`src/rtl/result_pkg.sv`:
```
// Shared types for the result history logger.
// Entries pack the mux select with the 3-bit result.
package result_pkg;

  localparam int ENTRY_W = 4;

  typedef struct packed {
    logic       sel;
    logic [2:0] val;
  } entry_t;

  localparam logic SEL_DICE    = 1'b0;
  localparam logic SEL_TRAFFIC = 1'b1;

endpackage

```
`src/rtl/result_history_if.sv`:
```
// Read port of the result history FIFO.
// The logger is master; the consumer is slave.
interface result_history_if;
  import result_pkg::*;

  logic   rd_valid;
  logic   rd_ready;
  entry_t rd_data;

  modport master (
    output rd_valid,
    output rd_data,
    input  rd_ready
  );

  modport slave (
    input  rd_valid,
    input  rd_data,
    output rd_ready
  );

endinterface

```
`src/rtl/hist_fifo.sv`:
```
// Synchronous DEPTH x entry_t FIFO with flush.
// Occupancy is tracked apart from the pointers.
module hist_fifo
  import result_pkg::*;
#(
  parameter int DEPTH = 8
) (
  input  logic                   clk,
  input  logic                   rst,
  input  logic                   clear,
  input  logic                   push,
  input  logic                   pop,
  input  entry_t                 din,
  output entry_t                 dout,
  output logic [$clog2(DEPTH):0] count,
  output logic                   full,
  output logic                   empty
);

  localparam int AW = $clog2(DEPTH);
  localparam logic [AW:0] FULL_CNT = (AW+1)'(DEPTH);

  entry_t        mem [DEPTH];
  logic [AW-1:0] wr_ptr;
  logic [AW-1:0] rd_ptr;
  logic          wr_en;
  logic          rd_en;

  assign full  = (count == FULL_CNT);
  assign empty = (count == '0);

  // A pop frees the slot the push lands in when full.
  assign rd_en = pop && !empty;
  assign wr_en = push && (!full || rd_en);

  assign dout = empty ? '0 : mem[rd_ptr];

  always_ff @(posedge clk or posedge rst) begin
    if (rst) begin
      wr_ptr <= '0;
      rd_ptr <= '0;
      count  <= '0;
    end else if (clear) begin
      wr_ptr <= '0;
      rd_ptr <= '0;
      count  <= '0;
    end else begin
      if (wr_en) wr_ptr <= wr_ptr + 1'b1;
      if (rd_en) rd_ptr <= rd_ptr + 1'b1;
      case ({wr_en, rd_en})
        2'b10:   count <= count + 1'b1;
        2'b01:   count <= count - 1'b1;
        default: count <= count;
      endcase
    end
  end

  always_ff @(posedge clk) begin
    if (!clear && wr_en) mem[wr_ptr] <= din;
  end

endmodule

```
`src/rtl/result_history.sv`:
```
// Change logger for the dice/traffic mux result.
// Overflow drops and counts entries; upstream never stalls.
module result_history
  import result_pkg::*;
#(
  parameter int DEPTH = 8,
  parameter int CNT_W = 8
) (
  input  logic                   clk,
  input  logic                   rst,
  input  logic                   sel,
  input  logic [2:0]             result,
  input  logic                   clear,
  result_history_if.master       rd,
  output logic [$clog2(DEPTH):0] count,
  output logic                   overflow,
  output logic [CNT_W-1:0]       drop_cnt
);

  entry_t smp;
  entry_t prev;
  logic   prev_vld;
  logic   push;
  logic   pop;
  logic   drop;
  logic   full;
  logic   empty;
  entry_t head;

  assign smp.sel = sel;
  assign smp.val = result;

  assign push = !prev_vld || (smp != prev);
  assign pop  = !empty && rd.rd_ready;
  assign drop = push && full && !pop;

  assign rd.rd_valid = !empty;
  assign rd.rd_data  = head;

  hist_fifo #(
    .DEPTH (DEPTH)
  ) u_fifo (
    .clk   (clk),
    .rst   (rst),
    .clear (clear),
    .push  (push),
    .pop   (pop),
    .din   (smp),
    .dout  (head),
    .count (count),
    .full  (full),
    .empty (empty)
  );

  always_ff @(posedge clk or posedge rst) begin
    if (rst) begin
      prev     <= '0;
      prev_vld <= 1'b0;
      overflow <= 1'b0;
      drop_cnt <= '0;
    end else if (clear) begin
      prev_vld <= 1'b0;
      overflow <= 1'b0;
      drop_cnt <= '0;
    end else begin
      prev     <= smp;
      prev_vld <= 1'b1;
      if (drop) begin
        overflow <= 1'b1;
        if (drop_cnt != '1) drop_cnt <= drop_cnt + 1'b1;
      end
    end
  end

endmodule
```
`src/flat_wrapper.sv`:
```
// flat-port wrapper written by rule: the top's interface ports become plain ports
module result_history_flat import result_pkg::*;
#(
  parameter int DEPTH = 8,
  parameter int CNT_W = 8
)
  (clk, rst, sel, result, clear, count, overflow, drop_cnt, rd_rd_valid, rd_rd_data, rd_rd_ready);
  result_history_if rd_i ();
  input  logic clk;
  input  logic rst;
  input  logic sel;
  input  logic [2:0] result;
  input  logic clear;
  output logic [$clog2(DEPTH):0] count;
  output logic overflow;
  output logic [CNT_W-1:0] drop_cnt;
  output wire logic [$bits(rd_i.rd_valid)-1:0] rd_rd_valid;
  output wire logic [$bits(rd_i.rd_data)-1:0] rd_rd_data;
  input wire logic [$bits(rd_i.rd_ready)-1:0] rd_rd_ready;
  assign rd_rd_valid = rd_i.rd_valid;
  assign rd_rd_data = rd_i.rd_data;
  assign rd_i.rd_ready = rd_rd_ready;
  result_history #(.DEPTH(DEPTH), .CNT_W(CNT_W)) u_core (.clk(clk), .rst(rst), .sel(sel), .result(result), .clear(clear), .rd(rd_i), .count(count), .overflow(overflow), .drop_cnt(drop_cnt));
endmodule
```
`config.mk`:
```
export PLATFORM = sky130hd
export DESIGN_NAME = result_history_flat
export DESIGN_NICKNAME = d
export VERILOG_FILES = /design/src/rtl/result_pkg.sv /design/src/rtl/result_history_if.sv /design/src/rtl/hist_fifo.sv /design/src/rtl/result_history.sv /design/src/flat_wrapper.sv
export SDC_FILE = /design/constraint.sdc
export NUM_CORES = 1
export LEC_CHECK = 0
export ABC_AREA = 0
export BUFFER_PORTS_ARGS = -buffer_cell sky130_fd_sc_hd__clkbuf_2
export CORE_ASPECT_RATIO = 0.5
export CORE_MARGIN = 2
export CORE_UTILIZATION = 52
export CTS_CLUSTER_DIAMETER = 120
export DETAILED_ROUTE_END_ITERATION = 7
export PLACE_DENSITY = 0.82
export SKIP_LAST_GASP = 1
export SLEW_MARGIN = 5
export SYNTH_ARGS = -nofsm -noshare
export SYNTH_HDL_FRONTEND = slang
export SYNTH_SLANG_ARGS = --single-unit
```
`constraint.sdc`:
```
create_clock -name clk -period 2.4 [get_ports clk]
set_input_delay 0.12 -clock clk [delete_from_list [all_inputs] [get_ports clk]]
set_output_delay 0.12 -clock clk [all_outputs]
set_load 0.02 [all_outputs]
```
## Yosys cells after proc, flatten, opt, wreduce, memory -nomap -nowiden

Memory sizes are Yosys's and may differ from the RTL's.
Index checks and enable logic that the tools add are counted.

- Register bits: 24
- Memory bits (writable): 32
- Input port bits: 8
- Logic and storage cells: 54
- Memories kept: 1

Memories:

| memory | words | width | read ports | clocked after memory_dff | wr ports | RTL line | source |
|---|---|---|---|---|---|---|---|
| u_core.u_fifo.mem | 8 | 4 | 1 | 0 | 1 | hist_fifo.sv:23 | `entry_t mem [DEPTH];` |

- Add/subtract/negate cells: 5
- Eq/ne operators: 5
- Muxes and demuxes: 15
- Reduce and logical (&&, ||, !) cells: 20

Operator list:

| cell | number |
|---|---|
| 2-to-1 mux 8 bit | 3 |
| 2-to-1 mux 3 bit | 4 |
| adder 8 x 1 -> 8 bit, second input constant | 1 |
| 2-to-1 mux 4 bit | 2 |
| inequality test 8 bit, second input constant | 1 |
| case mux 4 bit (2 select lines) | 1 |
| nonzero test 2 bit | 4 |
| adder 3 x 1 -> 3 bit, second input constant | 2 |
| logical AND 1 bit | 6 |
| zero test 1 bit | 5 |
| 2-to-1 mux 1 bit | 5 |
| adder 4 x 1 -> 4 bit, second input constant | 1 |
| equality test 4 bit, second input constant | 1 |
| zero test 4 bit | 1 |
| inequality test 4 bit | 1 |
| subtractor 4 x 1 -> 4 bit, second input constant | 1 |
| nonzero test 3 bit | 1 |
| equality test 2 x 1 -> 1 bit, second input constant | 1 |
| equality test 2 bit, second input constant | 1 |
| logical OR 1 bit | 2 |
| AND reduction 2 bit | 1 |

## Logic depth before layout (Yosys ltp)

Gate-level depths: netlist of run 1.

- Depth after elaboration: 9
- Mapped depth: 10

## Hierarchy

Synthesis of run 1 repeated with hierarchy kept, for this count alone.

- Cell total of the unflattened synthesis: 202
- Area, all modules: 2,708.8 sq um

By module, submodules not included:

| module | times used | cells an instance | area an instance (sq um) | seq. area each (sq um) |
|---|---|---|---|---|
| hist_fifo | 1 | 129 | 1,929.4 | 1,211.2 |
| result_history | 1 | 73 | 779.5 | 350.3 |

## Worst setup path after synthesis of run 1

Ideal clock, no wire load.

- Path kind: register to register
- Start: register u_core.u_fifo.count[1]
- End: register u_core.u_fifo.count[3]
- Library setup time: 0.125 ns
- Data arrival time: 2.516 ns
- Slack: -0.241 ns
- Cell stages (with the launch flop): 11
- Period minus slack after synthesis: 2.641 ns
- Cell sequence: dfrtp_1 > nor4_2 > inv_2 > nand2_2 > nor3_4 > ha_1 > a21o_1 > a21oi_1 > nor2_2 > a22oi_1 > mux2_4

- Cells in the longest elaborated chain, start to end: 9

Ends and longest elaborated chain:

| what | RTL line | source |
|---|---|---|
| start: declaration | hist_fifo.sv:15 | `output logic [$clog2(DEPTH):0] count,` |
| start signal: assignment | hist_fifo.sv:51 | `2'b10: count <= count + 1'b1;` |
| start signal: assignment | hist_fifo.sv:52 | `2'b01: count <= count - 1'b1;` |
| start signal: assignment | hist_fifo.sv:53 | `default: count <= count;` |
| zero test 4 bit * | hist_fifo.sv:30 | `assign empty = (count == '0);` |
| zero test 1 bit * | n/a |  |
| net rd_rd_valid | flat_wrapper.sv:17 | `output wire logic [$bits(rd_i.rd_valid)-1:0] rd_rd_valid;` |
| logical AND 1 bit | result_history.sv:34 | `assign pop = !empty && rd.rd_ready;` |
| logical AND 1 bit * | hist_fifo.sv:33 | `assign rd_en = pop && !empty;` |
| logical OR 1 bit | hist_fifo.sv:34 | `assign wr_en = push && (!full \|\| rd_en);` |
| logical AND 1 bit | hist_fifo.sv:34 |  |
| equality test 2 x 1 -> 1 bit / equality test 2 bit (equally long branches) | hist_fifo.sv:50 | `case ({wr_en, rd_en})` |
| case mux 4 bit (2 select lines) | hist_fifo.sv:50 |  |
| 2-to-1 mux 4 bit | hist_fifo.sv:43 | `end else if (clear) begin` |

Mark *: on every way through the listed nets, which the timed path passes. The rest lies on a longest branch.
A chain may end at the register's enable or synchronous reset.

## Worst setup path after layout of run 1

- Start: register u_core.prev[2] (netlist name)
- End: register u_core.u_fifo.count[3]

- Cells in the longest elaborated chain, start to end: 6

Ends and longest elaborated chain:

| what | RTL line | source |
|---|---|---|
| start: declaration | result_history.sv:21 | `entry_t prev;` |
| start signal: assignment | result_history.sv:66 | `prev <= smp;` |
| inequality test 4 bit * | result_history.sv:33 | `assign push = !prev_vld \|\| (smp != prev);` |
| logical OR 1 bit * | result_history.sv:33 |  |
| logical AND 1 bit * | hist_fifo.sv:34 |  |
| equality test 2 x 1 -> 1 bit / equality test 2 bit (equally long branches) | hist_fifo.sv:50 |  |
| case mux 4 bit (2 select lines) | hist_fifo.sv:50 |  |
| 2-to-1 mux 4 bit | hist_fifo.sv:43 |  |

Every way passes the cells marked *; elsewhere a longest branch is shown, timed or not.

==> results of run 1 <==
timing repair:
item / CTS / global route
pin swaps: 0 / 0
gates resized for setup: 0 / 3
hold buffers: 1 / 0
hold endpoints to repair: 3 / 0
endpoints found under the setup margin: 1 / 13
buffers inserted: 0 / 0
cells in the final DEF (no fill, tap or decap), drive strengths merged, types with 3 or more instances in the layout:
master	n
a21oi	13
and2	3
buf	14
clkbuf	30
dfrtp	24
edfxtp	32
ha	5
inv	4
mux2	6
mux2i	7
mux4	8
nand2	21
nor2	15
nor3	9
nor4	5
o21ai	4
xnor2	3
xor2	5
kinds of logic (layout without fill, tap and decap cells):
group,Yosys count,in the layout,share of synthesized area [%]
and+or+nand+nor,67,67,14.21
AOI/OAI and AO/OA,25,25,6.412
DFF,56,56,59.71
muxes,21,21,12.30
xor gates and xnor gates,8,8,2.680
adders and majority gates,6,6,3.158
buffers and inverters,10,52,1.531
layer usage:
| metal | up-vias | track usage, % | share of wire [%] |
|---|---|---|---|
| met5 | - | 0 | 0 |
| met4 | 0 | 9.234 | 1.7 |
| li1 | 804 | - | - |
| met3 | 7 | 3.027 | 3.3 |
| met1 | 889 | 23.81 | 44 |
| met2 | 40 | 34.75 | 51 |
state kept, by name, indices dropped and copies added (netlist names):
register / cells
u_core.u_fifo.rd_ptr: 3
u_core.u_fifo.mem: 32
u_core.prev: 4
u_core.u_fifo.count: 4
u_core.u_fifo.wr_ptr: 3
u_core.prev_vld: 1
u_core.overflow: 1
u_core.drop_cnt: 8
path summary, 6_finish.rpt:
kind / startpoint / to / slack [ns] / depth (start not counted)
worst max-delay path: u_core.prev[2]$_DFFE_PP0N_ / u_core.u_fifo.count[3]$_DFFE_PP0P_ / 0.003 / 9
worst min-delay path: result[2] / u_core.u_fifo.mem[2][2]$_DFFE_PP_ / 0.10 / 1
worst max register to register: u_core.prev[2]$_DFFE_PP0N_ / u_core.u_fifo.count[3]$_DFFE_PP0P_ / 0.003 / 9
worst min register to register: u_core.prev[1]$_DFFE_PP0N_ / u_core.prev[1]$_DFFE_PP0N_ / 0.54 / 1
max in group asynchronous: rst / u_core.u_fifo.count[3]$_DFFE_PP0P_ / 1.26 / 3
min in group asynchronous: rst / u_core.drop_cnt[7]$_DFFE_PP0P_ / 0.53 / 3
critical path, stage by stage, from the launching register on:
cell and delay (ns):
dfrtp_1 0.41, xor2_1 0.16, or3_4 0.39, nor3_4 0.19, ha_1 0.27, a21o_1 0.17
a21oi_2 0.16, nor2_2 0.05, a22oi_2 0.17, mux2_4 0.31
report_power, final:
| group | internal [mW] | total (mW) | switching (mW) |
|---|---|---|---|
| registers | 1.09 | 1.22 | 0.128 |
| logic | 0.324 | 0.700 | 0.376 |
| clock network | 0.215 | 0.524 | 0.309 |
layout make-up:
type	count	area, µm²
sequential	56	1567
clock buffer	5	68.82
tap	70	87.58
clock inverter	3	27.53
inverter	4	15.01
timing repair buffer	40	240.2
multi-input combinational	127	1055
fill	356	1827
==> results.cfg, run 1 <==
[logic_synthesis]
yosysTopAreaCell = edfxtp_1
synth.avg_cell_area_um2 = 13.55
syn_nets = 207
synthArstFlopShare_pct = 42.86
synth-edff-count = 32
syn_inst = 193
yosys-top-cells-area = edfxtp_1 (37%), dfrtp_1 (23%), mux4_2 (6.9%)
synth_most_common_cell = edfxtp_1
synth-seq-area-share_pct = 59.71
netlist_area_um2 = 2615
synth.top_cell.area_share_pct = 36.75
ys_warn_count = 0
ys_seq_elements = 56
ys.flop_type = edfxtp_1
synth.distinct_cells = 49
synth_common_cells = edfxtp_1 (32), dfrtp_1 (24), nand2_1 (20)

[route]
post_drt_wl_per_cell_um = 16.75
vias_per_cell = 5.705
drtAntennaViolNets = 0
first_pass_iters = 4
vias = 1740
drt_iter0_drc = 79
drc_errors = 0
wirelength_mm = 5.108

[placement]
dp_cells = 296
dpl_cell_area_um2 = 2935
port_buffers = 25
place_congestion = 0.8405
dp_hpwl_mm = 3.730
pre_cts_slack_ns = 0.01089

[floorplanning]
io_pins = 26
die_h_um = 54.15
fp.coreArea_um2 = 4887
rows = 18
fp.dieW_um = 104.3
start_util_pct = 53.51
die_area_um2 = 5647

[timing]
max_slew.worst_pin.slew_ns = 0.9100
whs_ns = 0.1023
post-route-period-util_pct = 99.89
hold_viol = 0
setup_violations = 0
max_slew_margin_pct = 39.27
setup-tns-final_ns = 0
clock_skew_ns = 0.006194
max_freq_ghz = 0.4171
grt_setup_unrepaired = yes
min_period_ns = 2.397
drv_slew = 0
setup_slack_ns = 0.002621

[job]
drv_cap = 0

[worst_setup_path]
end_kind = flip-flop
cp-start-kind = flip-flop
worst_ep_arrival_time_ns = 2.60
worstPathRequired_ns = 2.60
critPathKind = flip-flop to flip-flop
path_max_fanout = 4

[power]
power.density_nw_per_um2 = 797.7
total_power_mw = 2.441
ir_drop_v = 0.0003759
leakage_nw = 1.208

[final_layout]
synthToLayoutAreaGrowth_pct = 17.03
design_area_um2 = 3060
fin_util_pct = 62.62
diodes = 0
drive_above_1_share_pct = 35.32
fin_nets = 248
layout.cells.non_filler = 305

[run_status]
status = complete, no violations

[cts]
clock_sinks = 56
ctsRootBufferMaster = clkbuf_8
cts_buffer_depth = 2
clk_latency_ns = 0.31
ctsHtreeMaxLevel = 2
cts_tree = done
cts_made_buffers = 5
clk_pin_slew_worst_paths_ns = 0.10

[global_route]
grt_pass1_wl_mm = 8.245
grt_overflow = 0
track_usage_pct = 19.27
antenna_found_initial = 0
grt_max_degree = 25
grt_pass1_vias = 1681

[min_path]
min-delay-path-class = primary input to flip-flop
Power figures use the tool's default switching activity.
==> run 2: changes to the inputs <==
--- a/config.mk
+++ b/config.mk
@@ -13,6 +13,7 @@
 export CTS_CLUSTER_DIAMETER = 120
 export DETAILED_ROUTE_END_ITERATION = 7
 export PLACE_DENSITY = 0.82
+export SETUP_SLACK_MARGIN = 0.15
 export SKIP_LAST_GASP = 1
 export SLEW_MARGIN = 5
 export SYNTH_ARGS = -nofsm -noshare
==> results.cfg, run 2 (synthesis results as in run 1) <==
[worst_setup_path]
r2r_end = u_core.u_fifo.count[3]$_DFFE_PP0P_
rr_startpoint = u_core.prev[2]$_DFFE_PP0N_
timing.critical_path.slowest_cell_delay_ns = 0.41
worstPathRequired_ns = 2.60
path_max_fanout = 4
reg2reg_slack_ns = 0.002
path_delay_family = simple AND/OR/NAND/NOR gates
critPathBufInv = 0
startpoint = u_core.prev[2]$_DFFE_PP0N_
worst_ep_arrival_time_ns = 2.60
reg2regPathDepth = 9
cp-start-kind = flip-flop
end_kind = flip-flop
critPathSlowestCell = dfrtp_1
path_cells = xor2_1, or3_4, nor3_4, ha_1, a21o_1, a21oi_2, nor2_2, a22oi_2, mux2_4
critPathKind = flip-flop to flip-flop

[floorplanning]
die_h_um = 54.15
start_util_pct = 53.51
fp.dieW_um = 104.3
rows = 18
io_pins = 26
die_area_um2 = 5647
fp.coreArea_um2 = 4887

[cts]
cts_made_buffers = 5
clk_pin_slew_worst_paths_ns = 0.10
clk_latency_ns = 0.31
ctsRootBufferMaster = clkbuf_8
clock_sinks = 56
cts_buffer_depth = 2
cts_setup_buffers = 0
cts_tree = done
ctsHtreeMaxLevel = 2

[placement]
dp_cells = 296
pre_cts_slack_ns = 0.01089
dpl_cell_area_um2 = 2935
port_buffers = 25
place_congestion = 0.8405
dp_hpwl_mm = 3.730

[final_layout]
design_area_um2 = 3062
fin_util_pct = 62.65
drive_above_1_share_pct = 35.74
regArea_um2 = 1568
fin_nets = 248
largest_reg_flops = 32
synthToLayoutAreaGrowth_pct = 17.08
multi_input_area_um2 = 1055
fillers = 359
reg_top3 = u_core.u_fifo.mem x32, u_core.drop_cnt x8
final_cell_mix = edfxtp_1 (32), clkbuf_2 (25), nand2_1 (20), dfrtp_1 (19)
layout.cells.non_filler = 305
top_register = u_core.u_fifo.mem
layout_commonest_cell = edfxtp_1
diodes = 0

[route]
drtAntennaViolNets = 0
first_pass_iters = 4
vias = 1720
drc_errors = 0
post_drt_wl_per_cell_um = 16.73
wirelength_mm = 5.103
vias_per_cell = 5.639
drt_iter0_drc = 48

[timing]
post-route-period-util_pct = 99.93
setup-tns-final_ns = 0
min_period_ns = 2.398
clock_skew_ns = 0.008496
max_slew_margin_pct = 39.44
grt_setup_unrepaired = yes
setup_slack_ns = 0.001620
setup_violations = 0
drv_slew = 0
max_freq_ghz = 0.4169
hold_viol = 0
max_slew.worst_pin.slew_ns = 0.9075
whs_ns = 0.09742

[global_route]
antenna_found_initial = 0
track_usage_pct = 19.55
grt_overflow = 0
grt_pass1_vias = 1687
grt_pass1_wl_mm = 8.397
grt_max_degree = 25

[power]
comb_power_share_pct = 28.7
clock_power_share_pct = 21.5
leakage_nw = 1.206
power.density_nw_per_um2 = 798.1
seqPwrFrac_pct = 49.9
switching_share_pct = 33.30
p_int_mw = 1.630
total_power_mw = 2.444
p_switching_mw = 0.8137
ir_drop_v = 0.0003763

[min_path]
min-delay-path-class = primary input to flip-flop
hold_end = u_core.u_fifo.mem[2][2]$_DFFE_PP_
min-delay-start = result[2]
worstHoldPathCells = 1

[job]
drv_cap = 0

[run_status]
status = complete, no violations
run 2: final cells by class:
class	count	share of cell area [%]
flip-flops and latches	56	51.21
multi-input cells	127	34.45
repair buffers	40	7.846
well taps	70	2.861
clock buffers	5	2.248
clock inverters	3	0.8991
inverters	4	0.4904
run 2: how the worst max path moves through the flow:
stage                                         endpoint  slack, ns  cells after the start
floorplan           u_core.u_fifo.count[3]$_DFFE_PP0P_      0.002                     10
global placement    u_core.u_fifo.count[3]$_DFFE_PP0P_       0.09                      9
detailed placement  u_core.u_fifo.count[3]$_DFFE_PP0P_       0.01                      9
CTS                 u_core.u_fifo.count[3]$_DFFE_PP0P_     -0.005                      9
global route        u_core.u_fifo.count[3]$_DFFE_PP0P_      -0.13                      9
finish              u_core.u_fifo.count[3]$_DFFE_PP0P_      0.002                      9
run 2: worst register-to-register path: cells and delay by family, from the launching register on:
| kind | cells | cell delay [ns] |
|---|---|---|
| and+or+nand+nor | 3 | 0.63 |
| AOI/OAI and AO/OA | 3 | 0.50 |
| DFF | 1 | 0.41 |
| muxes | 1 | 0.31 |
| adders and majority gates | 1 | 0.27 |
| xor gates and xnor gates | 1 | 0.16 |
run 2: repair_timing:
action,CTS,global route
hold buffers,1,0
endpoints found under the setup margin,13,3
hold endpoints to repair,3,0
gates resized for setup,3,1
run 2: power groups by stage:
stage               Clock (mW)  Combinational (mW)  Sequential [mW]
floorplan                    0               0.500             1.21
global placement             0               0.674             1.23
detailed placement           0               0.691             1.24
CTS                      0.531               0.704             1.22
global route             0.557               0.761             1.23
finish                   0.524               0.701             1.22
run 2: per-layer routing:
layer	share of wire, %	GRT usage [%]	wire length, µm
met5	0	0	0
met4	1.6	8.784	84
met3	2.7	2.785	137
met2	50	35.51	2574
met1	45	24.36	2307
